$ cat config.mk
export PLATFORM = sky130hd
export DESIGN_NAME = fb_sprite_writer
export DESIGN_NICKNAME = d
export VERILOG_FILES = /design/src/rtl/blit_pkg.sv /design/src/rtl/fb_addr_gen.sv /design/src/rtl/fb_sprite_writer.sv
export SDC_FILE = /design/constraint.sdc
export NUM_CORES = 1
export LEC_CHECK = 0
export BUFFER_PORTS_ARGS = -buffer_cell sky130_fd_sc_hd__buf_2
export CORE_MARGIN = 4
export CORE_UTILIZATION = 51
export DETAILED_ROUTE_END_ITERATION = 6
export PLACE_DENSITY = 0.77
export SLEW_MARGIN = 30
export SYNTH_ARGS = -nofsm -noshare
export SYNTH_HDL_FRONTEND = slang
export SYNTH_SLANG_ARGS = --single-unit
export TNS_END_PERCENT = 5
$ cat constraint.sdc
create_clock -name clk -period 4.1 [get_ports clk]
set_input_delay 0.205 -clock clk [delete_from_list [all_inputs] [get_ports clk]]
set_output_delay 0.205 -clock clk [all_outputs]
set_load 0.02 [all_outputs]
$ cat src/rtl/blit_pkg.sv
// Shared constants, widths and FSM state type for the sprite blitter.
// Framebuffer geometry and transparent colour key live here.
package blit_pkg;
  localparam int unsigned H_RES  = 640;
  localparam int unsigned V_RES  = 361;
  localparam int          PIX_W  = 12;
  localparam int          FB_AW  = 19;
  localparam int          ROM_AW = 12;
  localparam logic [PIX_W-1:0] KEY_DEFAULT = 12'hF0F;

  typedef enum logic [1:0] {
    IDLE,
    RUN,
    DRAIN,
    DONE
  } blit_state_e;
endpackage

$ cat src/rtl/fb_addr_gen.sv
// Framebuffer address and clip flag from a destination pixel.
// Ports: i_dx/i_dy in (11b), o_addr out (19b), o_clip out.
module fb_addr_gen
  import blit_pkg::*;
(
  input  logic [10:0]      i_dx,
  input  logic [10:0]      i_dy,
  output logic [FB_AW-1:0] o_addr,
  output logic             o_clip
);
  localparam logic [10:0] HL = 11'(H_RES);
  localparam logic [10:0] VL = 11'(V_RES);

  logic [19:0] w_dy20;
  logic [19:0] w_sum;

  // dy*640 = dy*512 + dy*128
  assign w_dy20 = {9'd0, i_dy};
  assign w_sum  = (w_dy20 << 9) + (w_dy20 << 7)
                + {9'd0, i_dx};

  // bit 19 can only be set for rows far past V_RES,
  // so folding it into clip changes nothing
  assign o_clip = (i_dx >= HL) | (i_dy >= VL)
                | w_sum[19];
  assign o_addr = w_sum[FB_AW-1:0];
endmodule

$ cat src/rtl/fb_sprite_writer.sv
// Blits a sprite from ROM into the RGB framebuffer with key/clip.
// Ports: start/busy/done handshake, rom_addr/rom_data, fb_we/addr/din.
module fb_sprite_writer
  import blit_pkg::*;
#(
  parameter logic [PIX_W-1:0] KEY = KEY_DEFAULT
) (
  input  logic              clk,
  input  logic              clr,
  input  logic              start,
  input  logic [9:0]        x0,
  input  logic [9:0]        y0,
  input  logic [6:0]        spr_w,
  input  logic [6:0]        spr_h,
  input  logic [ROM_AW-1:0] spr_base,
  input  logic              wr_ok,
  output logic [ROM_AW-1:0] rom_addr,
  input  logic [PIX_W-1:0]  rom_data,
  output logic              fb_we,
  output logic [FB_AW-1:0]  fb_addr,
  output logic [PIX_W-1:0]  fb_din,
  output logic              busy,
  output logic              done
);
  blit_state_e       r_state;
  logic [9:0]        r_x0;
  logic [9:0]        r_y0;
  logic [6:0]        r_w;
  logic [6:0]        r_h;
  logic [6:0]        r_col;
  logic [6:0]        r_row;
  logic [ROM_AW-1:0] r_rom;
  logic              r_sv;
  logic              r_clip;
  logic [FB_AW-1:0]  r_addr;
  logic              r_busy;
  logic              r_done;

  logic              w_issue;
  logic              w_last_col;
  logic              w_last;
  logic [10:0]       w_dx;
  logic [10:0]       w_dy;
  logic [FB_AW-1:0]  w_addr;
  logic              w_clip;

  assign w_issue    = (r_state == RUN) & wr_ok;
  assign w_last_col = (r_col == (r_w - 7'd1));
  assign w_last     = w_last_col
                    & (r_row == (r_h - 7'd1));
  assign w_dx       = {1'b0, r_x0} + {4'd0, r_col};
  assign w_dy       = {1'b0, r_y0} + {4'd0, r_row};

  fb_addr_gen u_addr_gen (
    .i_dx   (w_dx),
    .i_dy   (w_dy),
    .o_addr (w_addr),
    .o_clip (w_clip)
  );

  always_ff @(posedge clk) begin
    if (clr) begin
      r_state <= IDLE;
      r_x0    <= '0;
      r_y0    <= '0;
      r_w     <= '0;
      r_h     <= '0;
      r_col   <= '0;
      r_row   <= '0;
      r_rom   <= '0;
      r_sv    <= 1'b0;
      r_clip  <= 1'b0;
      r_addr  <= '0;
      r_busy  <= 1'b0;
      r_done  <= 1'b0;
    end else begin
      // write stage: one pixel in flight at most
      r_sv <= w_issue;
      if (w_issue) begin
        r_addr <= w_addr;
        r_clip <= w_clip;
        r_rom  <= r_rom + 12'd1;
      end
      unique case (r_state)
        IDLE: begin
          if (start) begin
            r_x0  <= x0;
            r_y0  <= y0;
            r_w   <= spr_w;
            r_h   <= spr_h;
            r_col <= '0;
            r_row <= '0;
            r_rom <= spr_base;
            if (spr_w == 7'd0 || spr_h == 7'd0) begin
              r_state <= DONE;
              r_done  <= 1'b1;
            end else begin
              r_state <= RUN;
              r_busy  <= 1'b1;
            end
          end
        end
        RUN: begin
          if (wr_ok) begin
            if (w_last) begin
              r_state <= DRAIN;
            end else if (w_last_col) begin
              r_col <= '0;
              r_row <= r_row + 7'd1;
            end else begin
              r_col <= r_col + 7'd1;
            end
          end
        end
        DRAIN: begin
          r_state <= DONE;
          r_busy  <= 1'b0;
          r_done  <= 1'b1;
        end
        DONE: begin
          r_state <= IDLE;
          r_done  <= 1'b0;
        end
        default: r_state <= IDLE;
      endcase
    end
  end

  assign rom_addr = r_rom;
  assign fb_we    = r_sv & ~r_clip & (rom_data != KEY);
  assign fb_addr  = r_addr;
  // held at zero while nothing is in flight
  assign fb_din   = r_sv ? rom_data : '0;
  assign busy     = r_busy;
  assign done     = r_done;
endmodule

==> flow_summary.toml <==
[worst_setup_path]
ff2ff_setup_slack_ns = 0.14
cp.required_ns = 4.40
slowest_stage = "fa_2"
r2r_cells = 22
r2r_end = "fb_addr[14]"
arrival_ns = 4.25
crit_type = "reg2reg"
crit_path_start_kind = "flop"
endpoint_kind = "flop"
path_max_fanout = 3
cp_slowest_stage_delay_ns = 0.39
cp_cell_sequence = "ha_2, inv_1, fa_1, nor2b_1, o21ai_0, a21oi_1, o21ai_1, a21boi_2, o21ai_2, xnor2_1, ha_1, ha_2, inv_1, fa_2, nor2b_4, o21ai_2, a21boi_2, buf_4, o21a_1, nor3_1, nand3b_1, a21oi_1"
r2r_start = "r_x0[0]"

[finish]
drive_gt1_share_pct = 20.88
final_cell_mix = "113 x nand2_1, 107 x buf_2, 83 x dfxtp_1"
area_growth_syn_to_layout_pct = 19.30
final_nets = 905
fin_cells = 936
finish.utilization_pct = 62.26
final_common_cell = "nand2_1"
n_antenna_cell = 0
fin_area_sq_um = 6427
fillers = 923

[drt]
wl_per_cell_um = 14.55
drc_errors = 0
drt_iter0_markers = 337
routed_wl_um = 13620
ant_nets = 0
drt_first_pass_iters = 5
vias = 5251
vias_per_cell = 5.610

[cts]
cts.clk_slew.worst_paths_ns = 0.09
cts_sinks = 85
postCtsHoldBufs = 0
cts_buffer_depth = 2
clk_latency_ns = 0.36
htreeDepth = 3
clockRootBuffer = "clkbuf_8"
numCtsBuffers = 9
cts_tree = "done"

[floorplan]
die_area_sq_um = 12270
core_area_sq_um = 10320
die_w_um = 110.8
start_util_pct = 52.19
placementRows = 37
io_pins = 108
fp.dieH_um = 110.8

[grt]
antenna_found_initial = 0
grtUsageMet3_pct = 4.858
use_met2_pct = 38.55
grt_use_met1_pct = 26.56
grt_use_total_pct = 21.86
grt_overflow = 0
grt_pass1_wl_um = 22760
grt_max_degree = 73
grt_pass1_vias = 4997
busiest_layer = "met2"

[placement]
place_ws_ns = -0.2038
dpl.cell_count = 917
placed_area_sq_um = 6137
place_congestion = 0.8904
post-dp-hpwl_um = 10060
portBuffers = 107

[synthesis]
ys_types = 63
ys_seq_elements = 85
yosys-top-cells-area = "dfxtp_1 32%, ha_1 10%, nand2_1 7.9%, a21oi_1 6.8%, xnor2_1 3.6%"
synthesis.nets = 792
synth_top_area_cell = "dfxtp_1"
syn-cell-area_sq_um = 5388
ys_async_sr_fraction_pct = 0
netlist_instances = 682
syn_area_per_cell_sq_um = 7.900
synth_edf_count = 0
yosysWarnings = 0
seq_area_frac_synth_pct = 31.58
synth_top_flop_cell = "dfxtp_1"
yosysTopAreaCellShare_pct = 31.58

[timing]
fin_skew_ns = 0.009923
fin_setup_tns_ns = 0
fmax_ghz = 0.2526
slew_headroom_pct = 48.39
tightest_slew_ns = 0.7742
setup-violations-final = 0
drv_slew = 0
fin_crit_ns = 3.959
holdWs_ns = 0.07038
final-hold-violation-count = 0
finalCritPeriodShare_pct = 96.55
rsz0062_at_grt = "true"
setup_slack_ns = 0.1414

[flow_run]
cap_violations = 0

[hold_path]
hold_class = "in2reg"
min_to = "r_y0[0]"
min_path_cells = 3
min_from = "y0[0]"

[pwr]
max-vdd-ir-drop_mv = 0.2643
total_power_mw = 2.799
cellLeakagePower_nw = 2.860
p_per_area_nw_per_um2 = 435.5

[status]
status = "finished, final reports clean"
worst max path at each step:
stage | start | endpoint | slack, ns | depth (start not counted)
after floorplan | r_col[0] | fb_addr[18] | 0.07 | 18
after global placement | r_x0[0] | fb_addr[18] | -0.02 | 18
after detailed placement | r_x0[0] | fb_addr[16] | -0.20 | 21
after CTS | r_x0[0] | fb_addr[16] | 0.01 | 21
after global routing | r_x0[0] | fb_addr[14] | -0.11 | 22
final | r_x0[0] | fb_addr[14] | 0.14 | 22
report_power, final:
part	switching [mW]	total [mW]	internal [mW]
logic	0.678	1.10	0.419
registers	0.115	1.07	0.950
clock network	0.306	0.637	0.331
flip-flops by register name (all words and copies together) (netlist names):
register / count
rom_addr: 12
r_w: 7
busy: 1
r_x0: 10
r_row: 7
fb_addr: 19
r_sv: 1
done: 1
r_col: 7
r_clip: 1
r_state: 2
r_h: 7
r_y0: 10
final cells by class:
cell class              instances  area, sq um  share of cell area, %
well taps                     136        170.2                  2.647
clock buffers                  13        168.9                  2.628
clock inverters                 3        42.54                 0.6619
flip-flops and latches         85         1704                  26.51
multi-input cells             537         3517                  54.72
repair buffers                129        700.7                  10.90
inverters                      33        123.9                  1.927
per-layer routing:
| layer | vias to the layer above | routed length (um) |
|---|---|---|
| met4 | 0 | 193 |
| met2 | 142 | 6615 |
| li1 | 2632 | - |
| met1 | 2461 | 6072 |
| met5 | - | 0 |
| met3 | 16 | 736 |
logic make-up after synthesis:
| family | share of synthesized area (%) |
|---|---|
| AO/OA/AOI/OAI | 19.60 |
| multiplexers | 0.7432 |
| AND/OR/NAND/NOR | 24.64 |
| buffers and inverters | 4.180 |
| flip-flops | 31.58 |
| XOR/XNOR | 7.408 |
| adder cells (fa/ha/maj) | 11.84 |
critical path: cells and delay by family, from the launching register on:
kind / cells / cell delay, ns
DFF: 1 / 0.34
buffers and inverters: 3 / 0.26
adders and majority gates: 5 / 1.39
AOI/OAI and AO/OA: 9 / 1.28
xor gates and xnor gates: 1 / 0.14
and+or+nand+nor: 4 / 0.47
cells in the mapped netlist (all sizes together), types with 4 or more instances:
master and instances:
a211oi 15, a21o 4, a21oi 73, a311oi 4
a31oi 4, and2 18, and3 10, clkbuf 25
dfxtp 85, fa 5, ha 43, inv 33
mux2i 4, nand2 114, nand2b 5, nand3 26
nand4 14, nor2 39, nor2b 5, nor3 20
o2111ai 4, o21a 9, o21ai 21, or3 10
xnor2 22, xor2 21
repair_timing:
item | in CTS | in global routing
setup buffers | 1 | 2
resized for setup | 5 | 16
setup endpoints to repair | 3 | 6
pin swaps | 2 | 7
Power figures use the tool's default switching activity.
